## src/rtl/mux4_arbiter.sv

```systemverilog
// mux4_arbiter: round-robin owner of a 4:1 mux; ports clk, reset_n (sync, low), req[3:0] in; gnt[3:0], s1/s0 selects, busy, preempt out (all registered)
module mux4_arbiter #(
  parameter int HOLD_MAX = 8,
  parameter int CNT_W    = 8
) (
  input  logic       clk,
  input  logic       reset_n,
  input  logic [3:0] req,
  output logic [3:0] gnt,
  output logic       s0,
  output logic       s1,
  output logic       busy,
  output logic       preempt
);
  typedef enum logic {IDLE, GRANT} state_t;
  localparam logic [CNT_W-1:0] HM = CNT_W'(HOLD_MAX);
  state_t           r_state, w_state_n;
  logic [3:0]       r_gnt, w_gnt_n;
  logic [1:0]       r_sel, w_sel_n, r_last, w_last_n, w_win;
  logic             r_busy, w_busy_n, r_pre, w_pre_n, w_cap;
  logic [CNT_W-1:0] r_cnt, w_cnt_n;
  // scan from lowest to highest priority so the highest-priority hit is written last
  always_comb begin
    w_win = r_last;
    for (int k = 3; k >= 0; k--)
      if (req[2'(r_last + 2'(k + 1))]) w_win = 2'(r_last + 2'(k + 1));
  end
  assign w_cap = (HOLD_MAX != 0) && (r_cnt == HM);
  always_comb begin
    w_state_n = r_state;
    w_gnt_n   = r_gnt;
    w_sel_n   = r_sel;
    w_busy_n  = r_busy;
    w_pre_n   = 1'b0;
    w_last_n  = r_last;
    w_cnt_n   = r_cnt;
    if (r_state == IDLE) begin
      if (|req) begin
        w_state_n = GRANT;
        w_gnt_n   = 4'b0001 << w_win;
        w_sel_n   = w_win;
        w_busy_n  = 1'b1;
        w_last_n  = w_win;
        w_cnt_n   = CNT_W'(1);
      end
    end else if (!req[r_sel] || w_cap) begin
      w_state_n = IDLE;
      w_gnt_n   = '0;
      w_busy_n  = 1'b0;
      w_pre_n   = req[r_sel];
    end else begin
      w_cnt_n = &r_cnt ? r_cnt : r_cnt + 1'b1;
    end
  end
  always_ff @(posedge clk) begin
    if (!reset_n) begin
      r_state <= IDLE;
      r_gnt   <= '0;
      r_sel   <= '0;
      r_busy  <= 1'b0;
      r_pre   <= 1'b0;
      r_last  <= 2'd3;
      r_cnt   <= '0;
    end else begin
      r_state <= w_state_n;
      r_gnt   <= w_gnt_n;
      r_sel   <= w_sel_n;
      r_busy  <= w_busy_n;
      r_pre   <= w_pre_n;
      r_last  <= w_last_n;
      r_cnt   <= w_cnt_n;
    end
  end
  assign gnt     = r_gnt;
  assign {s1, s0} = r_sel;
  assign busy    = r_busy;
  assign preempt = r_pre;
endmodule
```

## config.mk

```make
export PLATFORM = sky130hd
export DESIGN_NAME = mux4_arbiter
export DESIGN_NICKNAME = d
export VERILOG_FILES = /design/src/rtl/mux4_arbiter.sv
export SDC_FILE = /design/constraint.sdc
export NUM_CORES = 1
export LEC_CHECK = 0
export ABC_AREA = 1
export CAP_MARGIN = 20
export CORE_MARGIN = 2
export CORE_UTILIZATION = 35
export CTS_BUF_LIST = sky130_fd_sc_hd__clkbuf_8
export CTS_CLUSTER_DIAMETER = 200
export DETAILED_ROUTE_END_ITERATION = 7
export MAX_ROUTING_LAYER = met4
export PLACE_DENSITY = 0.62
export SETUP_SLACK_MARGIN = 0.1
export SLEW_MARGIN = 20
export SYNTH_ARGS = -nofsm -noshare
export SYNTH_HDL_FRONTEND = slang
export SYNTH_SLANG_ARGS = --single-unit
```

## constraint.sdc

```tcl
create_clock -name clk -period 1.3 [get_ports clk]
set_clock_uncertainty 0.05 [all_clocks]
set_input_delay 0.39 -clock clk [delete_from_list [all_inputs] [get_ports clk]]
set_output_delay 0.39 -clock clk [all_outputs]
set_load 0.02 [all_outputs]
```

* Yosys cells after proc, flatten, opt, wreduce, memory -nomap -nowiden
Cells that the tools add are included.
** Storage, ports and cells
- Register bits after elaboration :: 19
- Input bits :: 6
- Output and inout bits :: 8
- Logic and storage cells :: 54
** Cells by class
- Add/subtract/negate cells :: 4
- Eq/ne operators :: 4
- Shift operators :: 1
- Reduce and logical (&&, ||, !) cells :: 9
- Multiplexer cells :: 24
- $lt $le $gt $ge :: 4
- Bitwise operators :: 1
** Operator list (number)
- $mux W8 :: 4
- $lt A2 B3 Y1 const B :: 4
- $mux W4 :: 3
- $mux W1 :: 10
- $add A8 B1 Y8 const B :: 1
- $bmux W1 S2 :: 4
- $eq A8 B4 Y1 const B :: 1
- $reduce_and A8 Y1 :: 1
- $mux W2 :: 3
- $reduce_and A3 Y1 :: 2
- $add A2 B2 Y2 const B :: 2
- $ne A2 B2 Y1 const B :: 2
- $reduce_and A2 Y1 :: 2
- $reduce_or A4 Y1 :: 1
- $shl A1 B2 Y4 const A :: 1
- $add A2 B1 Y2 const B :: 1
- $ne A2 B1 Y1 const B :: 1
- $reduce_bool A2 Y1 :: 1
- $logic_not A1 Y1 :: 1
- $logic_or A1 B1 Y1 :: 1
- $not A1 Y1 :: 1

* Depth between registers and ports, before layout
- Depth in word-level cells :: 9
- Gate-level depth with buffers :: 12
- Mapped depth without buffers :: 11

* Worst setup path before layout
No wires, ideal clock.
- Path type :: register to register
- Start :: register r_sel[0]
- End :: register r_cnt[1]
- Stages on the path, launching flop included :: 9
- Buffers on the path :: 1
- Data required time :: 1.118 ns
- Path slack :: -0.129 ns
- Period minus slack after synthesis :: 1.429 ns
- Arrival time :: 1.247 ns
- Library setup time :: 0.132 ns
- Cells stage by stage :: dfxtp_1 or2_1 nand2_1 nand2_1 o21ai_2 nand2_4 buf_4 nand4_1 a21oi_1
** Between the ends
- Longest elaborated chain between the ends :: 6
** Ends and longest elaborated chain
- start, declared :: RTL line 19 : logic [1:0] r_sel, w_sel_n, r_last, w_last_n, w_win;
- start signal, assigned :: RTL line 67 : r_sel <= w_sel_n;
- $bmux W1 S2 :: RTL line 46 : end else if (!req[r_sel] || w_cap) begin
- $mux W1 (implied by the code) :: RTL line 46
- $logic_not A1 Y1 :: RTL line 46
- $logic_or A1 B1 Y1 :: RTL line 46
- $ne A2 B2 Y1 (no source line)
- $reduce_and A3 Y1 (no source line)
- end signal, assigned :: RTL line 71 : r_cnt <= w_cnt_n;
- end, declared :: RTL line 21 : logic [CNT_W-1:0] r_cnt, w_cnt_n;
No other way between the ends. The select of a mux whose other input is x is not followed.
A chain may end at the register's enable or synchronous reset.

* Worst setup path after layout
- Start :: register r_cnt[4]
- End :: register r_gnt[3], in the netlist gnt[3]
** Between the ends
- Longest elaborated chain between the ends :: 4
** Ends and longest elaborated chain
- $eq A8 B4 Y1 :: RTL line 28 : assign w_cap = (HOLD_MAX != 0) && (r_cnt == HM);
- $logic_or A1 B1 Y1 :: RTL line 46
- $ne A2 B1 Y1 (no source line)
- $reduce_and A2 Y1 (no source line)
- end signal, assigned :: RTL line 66 : r_gnt <= w_gnt_n;
- end, declared :: RTL line 18 : logic [3:0] r_gnt, w_gnt_n;
No other way between the ends.

==> Implementation_results.wiki <==
{| class="wikitable"
! Metric !! Value
|-
| Synth area leaders || dfxtp_1 34%, nand2_1 17%, nand3_1 8.0%
|-
| Clock transition at path regs || approximately 0.070 ns
|-
| Clock tree root driver cell || clkbuf_8
|-
| Filler Cell Count || about 300
|-
| Global-route wire length before repair || slightly below 5000 µm
|-
| Pre-antenna DRT Iters || 4
|-
| Total Neg Setup Slack || -1.90 ns
|-
| Maximum single-stage delay on the critical path || 0.36 ns
|-
| Depth of the worst register-to-register path || 7
|-
| Max-slew violation count || 0
|-
| Commonest register cell after synthesis || dfxtp_1
|-
| Maximum clock path buffer count || 2
|-
| Leak Pwr || roughly 0.76 nW
|-
| Number of warnings printed during yosys synthesis || 0
|-
| Maximum resistive drop on vdd || around 0.0010 V
|-
| Minimum clock period after layout || 1.45 ns
|-
| Share of synthesized registers carrying an async set or reset || 0%
|-
| Total inserted antenna cells || 0
|-
| Outcome || finished with violations
|-
| Crit Reg-Reg Endpoint || gnt[3]$_SDFFE_PN0P_
|-
| Share of cells above drive strength 1 || 44.7%
|-
| Number of flip-flops and latches in the synthesized netlist || 19
|-
| Max-cap violations || 0
|-
| F_max || around 700 MHz
|-
| GR Util All Layers || 17.9%
|-
| Die boundary width || approximately 60 µm
|-
| Number of I/O port buffers || 13
|-
| Top routing layer in use || met4
|-
| Average routed wire per standard cell || 11.6 µm
|-
| Required time of the critical path || between 1 and 1.5 ns
|-
| Switching power total || between 1 and 1.5 mW
|-
| Combinational group share of total power || approximately 54%
|-
| Endpoints failing hold || 0
|-
| Final cycle utilization of the critical path || 112%
|-
| Die boundary height || between 60 and 70 µm
|-
| Net total in the final layout || between 200 and 250
|-
| Max-slew headroom || between 60% and 70%
|-
| HP Class || reg -> reg
|-
| Area of the die || between 3000 and 4000 µm²
|-
| Reg2Reg Setup Slack || -0.15 ns
|-
| Area grow syn2layout || 48.0%
|-
| Delay-heaviest family, CP || simple AND/OR/NAND/NOR gates
|-
| Power consumption || between 2 and 3 mW
|-
| Maximum level of the CTS H-tree || 1
|-
| Unrepaired setup endpoints after global routing || yes
|-
| Post-synthesis cell type count || 26
|-
| Total instance count after detailed placement || 242
|-
| Routed met1 length || 1400 µm
|-
| # IOs || 14
|-
| Clock net sink count || 19
|-
| Via count of the first global-routing pass || about 1100
|-
| Area share of the largest cell type after synthesis || approximately a third
|-
| Crit path cell chain || nor3_2 > nand3_1 > o21ai_4 > buf_6 > nand2_4 > nand3_1 > a21oi_1
|-
| Setup Crit Path Kind || reg -> reg
|-
| Routability congestion estimate || 0.865
|-
| Remaining antenna violation count || 0
|-
| Count of final setup violators || 19
|-
| Part of the power in the clock network || approximately 15%
|-
| Critical path buffer and inverter count || 1
|-
| Standard cell core area || between 3000 and 4000 µm²
|-
| PwrDens || ~1600 nW/µm²
|-
| Critical-path cell with the highest stage delay || dfxtp_4
|-
| Actual slew at the worst max-slew pin || approximately 0.48 ns
|-
| Drt initial violations || 32
|-
| Endpoint type of the worst setup path || flip-flop
|-
| End point of the critical path || gnt[3]$_SDFFE_PN0P_
|-
| Violated checks || setup timing
|-
| Count of standard-cell rows || 20
|-
| Smallest setup slack after layout || -0.152 ns
|-
| Final design utilization || a little over half
|-
| Via count of the routed design || 1228
|-
| EDFF count, synth || 0
|-
| Amount of wire on met2 after detailed routing || 1390 µm
|-
| Post-detailed-placement half-perimeter wirelength || 2090 µm
|-
| Beginning of the critical path || r_cnt[4]$_SDFFE_PN0P_
|-
| Number of antenna violations at the first check in global routing || 0
|-
| Final Instance Count excl. Fillers || roughly 250
|-
| Number of vias per cell || just under 5
|-
| Sequential share of power || 31.3%
|-
| Switch share || 43.6%
|-
| Post-CTS Hold Buffers || 0
|-
| Cell type with the highest aggregate area in the netlist || dfxtp_1
|-
| Internal power || 1.54 mW
|-
| GR Overflow Total || 0
|-
| Most numerous cell on the critical path || nand3_1
|-
| Per-instance average area after synthesis || 6.65 µm²
|-
| Maximum number of pins on one net before global-route repair || 14
|-
| Clock tree from TritonCTS || yes
|-
| Placement Setup Slack || -0.818 ns
|-
| Sequential area share after synthesis || 33.9%
|-
| Detailed-routed wire length on met3 || ~120 µm
|-
| Gate count after technology mapping || between 150 and 200
|-
| Num CTS Buffers || 3
|-
| Origin of the critical flop-to-flop path || r_cnt[4]$_SDFFE_PN0P_
|-
| Total detailed-routing wirelength || ~3000 µm
|-
| Cell area after synthesis || about 1100 µm²
|-
| Number of nets produced by synthesis || around 180
|-
| Crit path launch type || flip-flop
|-
| Logic depth of the worst setup path including buffers || 7
|-
| Effective utilization at floorplan || 36.8%
|-
| Later-pin clock latency in the skew report || around 0.26 ns
|-
| Drt drc || 0
|-
| Critical path data arrival time || ~1.5 ns
|-
| Maximum fanout along the worst path || 7
|}
per-layer routing:
layer / track usage (%) / vias to the layer above
li1: - / 629
met5: - / -
met2: 28.3 / 23
met1: 23.6 / 574
met3: 4.48 / 2
met4: 2.80 / 0
kinds of logic (layout without fill, tap and decap cells):
family	after synthesis	count (layout)	share of synthesized area [%]
DFF	19	19	33.9
xor gates and xnor gates	5	5	3.90
and+or+nand+nor	94	95	38.4
AOI/OAI and AO/OA	23	23	11.6
buffers and inverters	26	64	10.0
adders and majority gates	2	2	2.23
synth_stat cells, types with 2 or more instances:
library cell and n:
nand2_1 51, dfxtp_1 19, inv_1 18, nand3_1 18
a21oi_1 15, nor2_1 9, nand4_1 6, xor2_1 5
buf_4 3, nor3_1 3, o211ai_1 3, ha_1 2
inv_2 2, nand2_2 2, o21ai_0 2
cell type report:
cell class | count | area, µm² | share of cell area, %
Clock buffer | 3 | 41.3 | 2.48
Clock inverter | 1 | 3.75 | 0.226
Inverter | 21 | 83.8 | 5.04
Multi-Input combinational cell | 125 | 768 | 46.2
Sequential cell | 19 | 408 | 24.5
Tap cell | 44 | 55.1 | 3.31
Timing Repair Buffer | 39 | 303 | 18.2
worst reg2reg max path: cells and delay by family, from the launching register on:
kind | cells | cell delay, ns
buffers and inverters | 1 | 0.14
DFF | 1 | 0.36
and+or+nand+nor | 4 | 0.49
AOI/OAI and AO/OA | 2 | 0.29
cells in the final DEF, fill, tap and decap left out, types with 2 or more instances in the layout:
master	instances
inv_4	2
nor2_1	8
buf_2	3
o21ai_2	2
a21oi_1	10
a21oi_2	5
nand3_2	3
clkbuf_8	3
inv_1	14
nor3_1	2
dfxtp_1	7
o211ai_1	3
dfxtp_4	5
buf_6	4
nand2_4	2
dfxtp_2	7
nand2_1	39
buf_4	29
xor2_1	5
nand2_2	14
nand4_1	6
nand3_1	15
inv_2	6
flip-flops by register name, indices dropped and copies added, names as in the netlist:
register	count
r_cnt	8
preempt	1
gnt	4
r_state	1
r_last	2
busy	1
r_sel	2
per-stage QoR:
| step | area [µm²] | hold slack, ns |
|---|---|---|
| final | 1660 | 0.441 |
| after global routing | 1660 | 0.459 |
| after CTS | 1620 | 0.446 |
| after detailed placement | 1480 | 0.435 |
| after floorplan | 1180 | 0.402 |
| after global placement | 1480 | 0.417 |
power groups by stage:
| stage | registers [mW] | clock network, mW | logic, mW |
|---|---|---|---|
| after floorplan | 0.881 | 0 | 0.784 |
| after global placement | 0.825 | 0 | 1.21 |
| after detailed placement | 0.823 | 0 | 1.24 |
| after CTS | 0.840 | 0.422 | 1.40 |
| after global routing | 0.875 | 0.442 | 1.60 |
| final | 0.854 | 0.413 | 1.47 |
worst min-delay path by stage:
stage,from,endpoint,cells after the start
after global routing,gnt[0]$_SDFFE_PN0P_,gnt[0]$_SDFFE_PN0P_,2
after floorplan,r_cnt[6]$_SDFFE_PN0P_,r_cnt[6]$_SDFFE_PN0P_,2
after detailed placement,r_cnt[6]$_SDFFE_PN0P_,r_cnt[6]$_SDFFE_PN0P_,2
after CTS,r_cnt[6]$_SDFFE_PN0P_,r_cnt[6]$_SDFFE_PN0P_,2
after global placement,r_cnt[6]$_SDFFE_PN0P_,r_cnt[6]$_SDFFE_PN0P_,2
final,gnt[2]$_SDFFE_PN0P_,gnt[2]$_SDFFE_PN0P_,2
repair_timing:
item | in CTS | in global routing
resized for setup | 81 | 17
setup buffers | 5 | 1
setup endpoints to repair | 27 | 25
gates cloned | 1 | 0
pin swaps | 10 | 0
No activity file was read; power rests on OpenSTA's default activity.
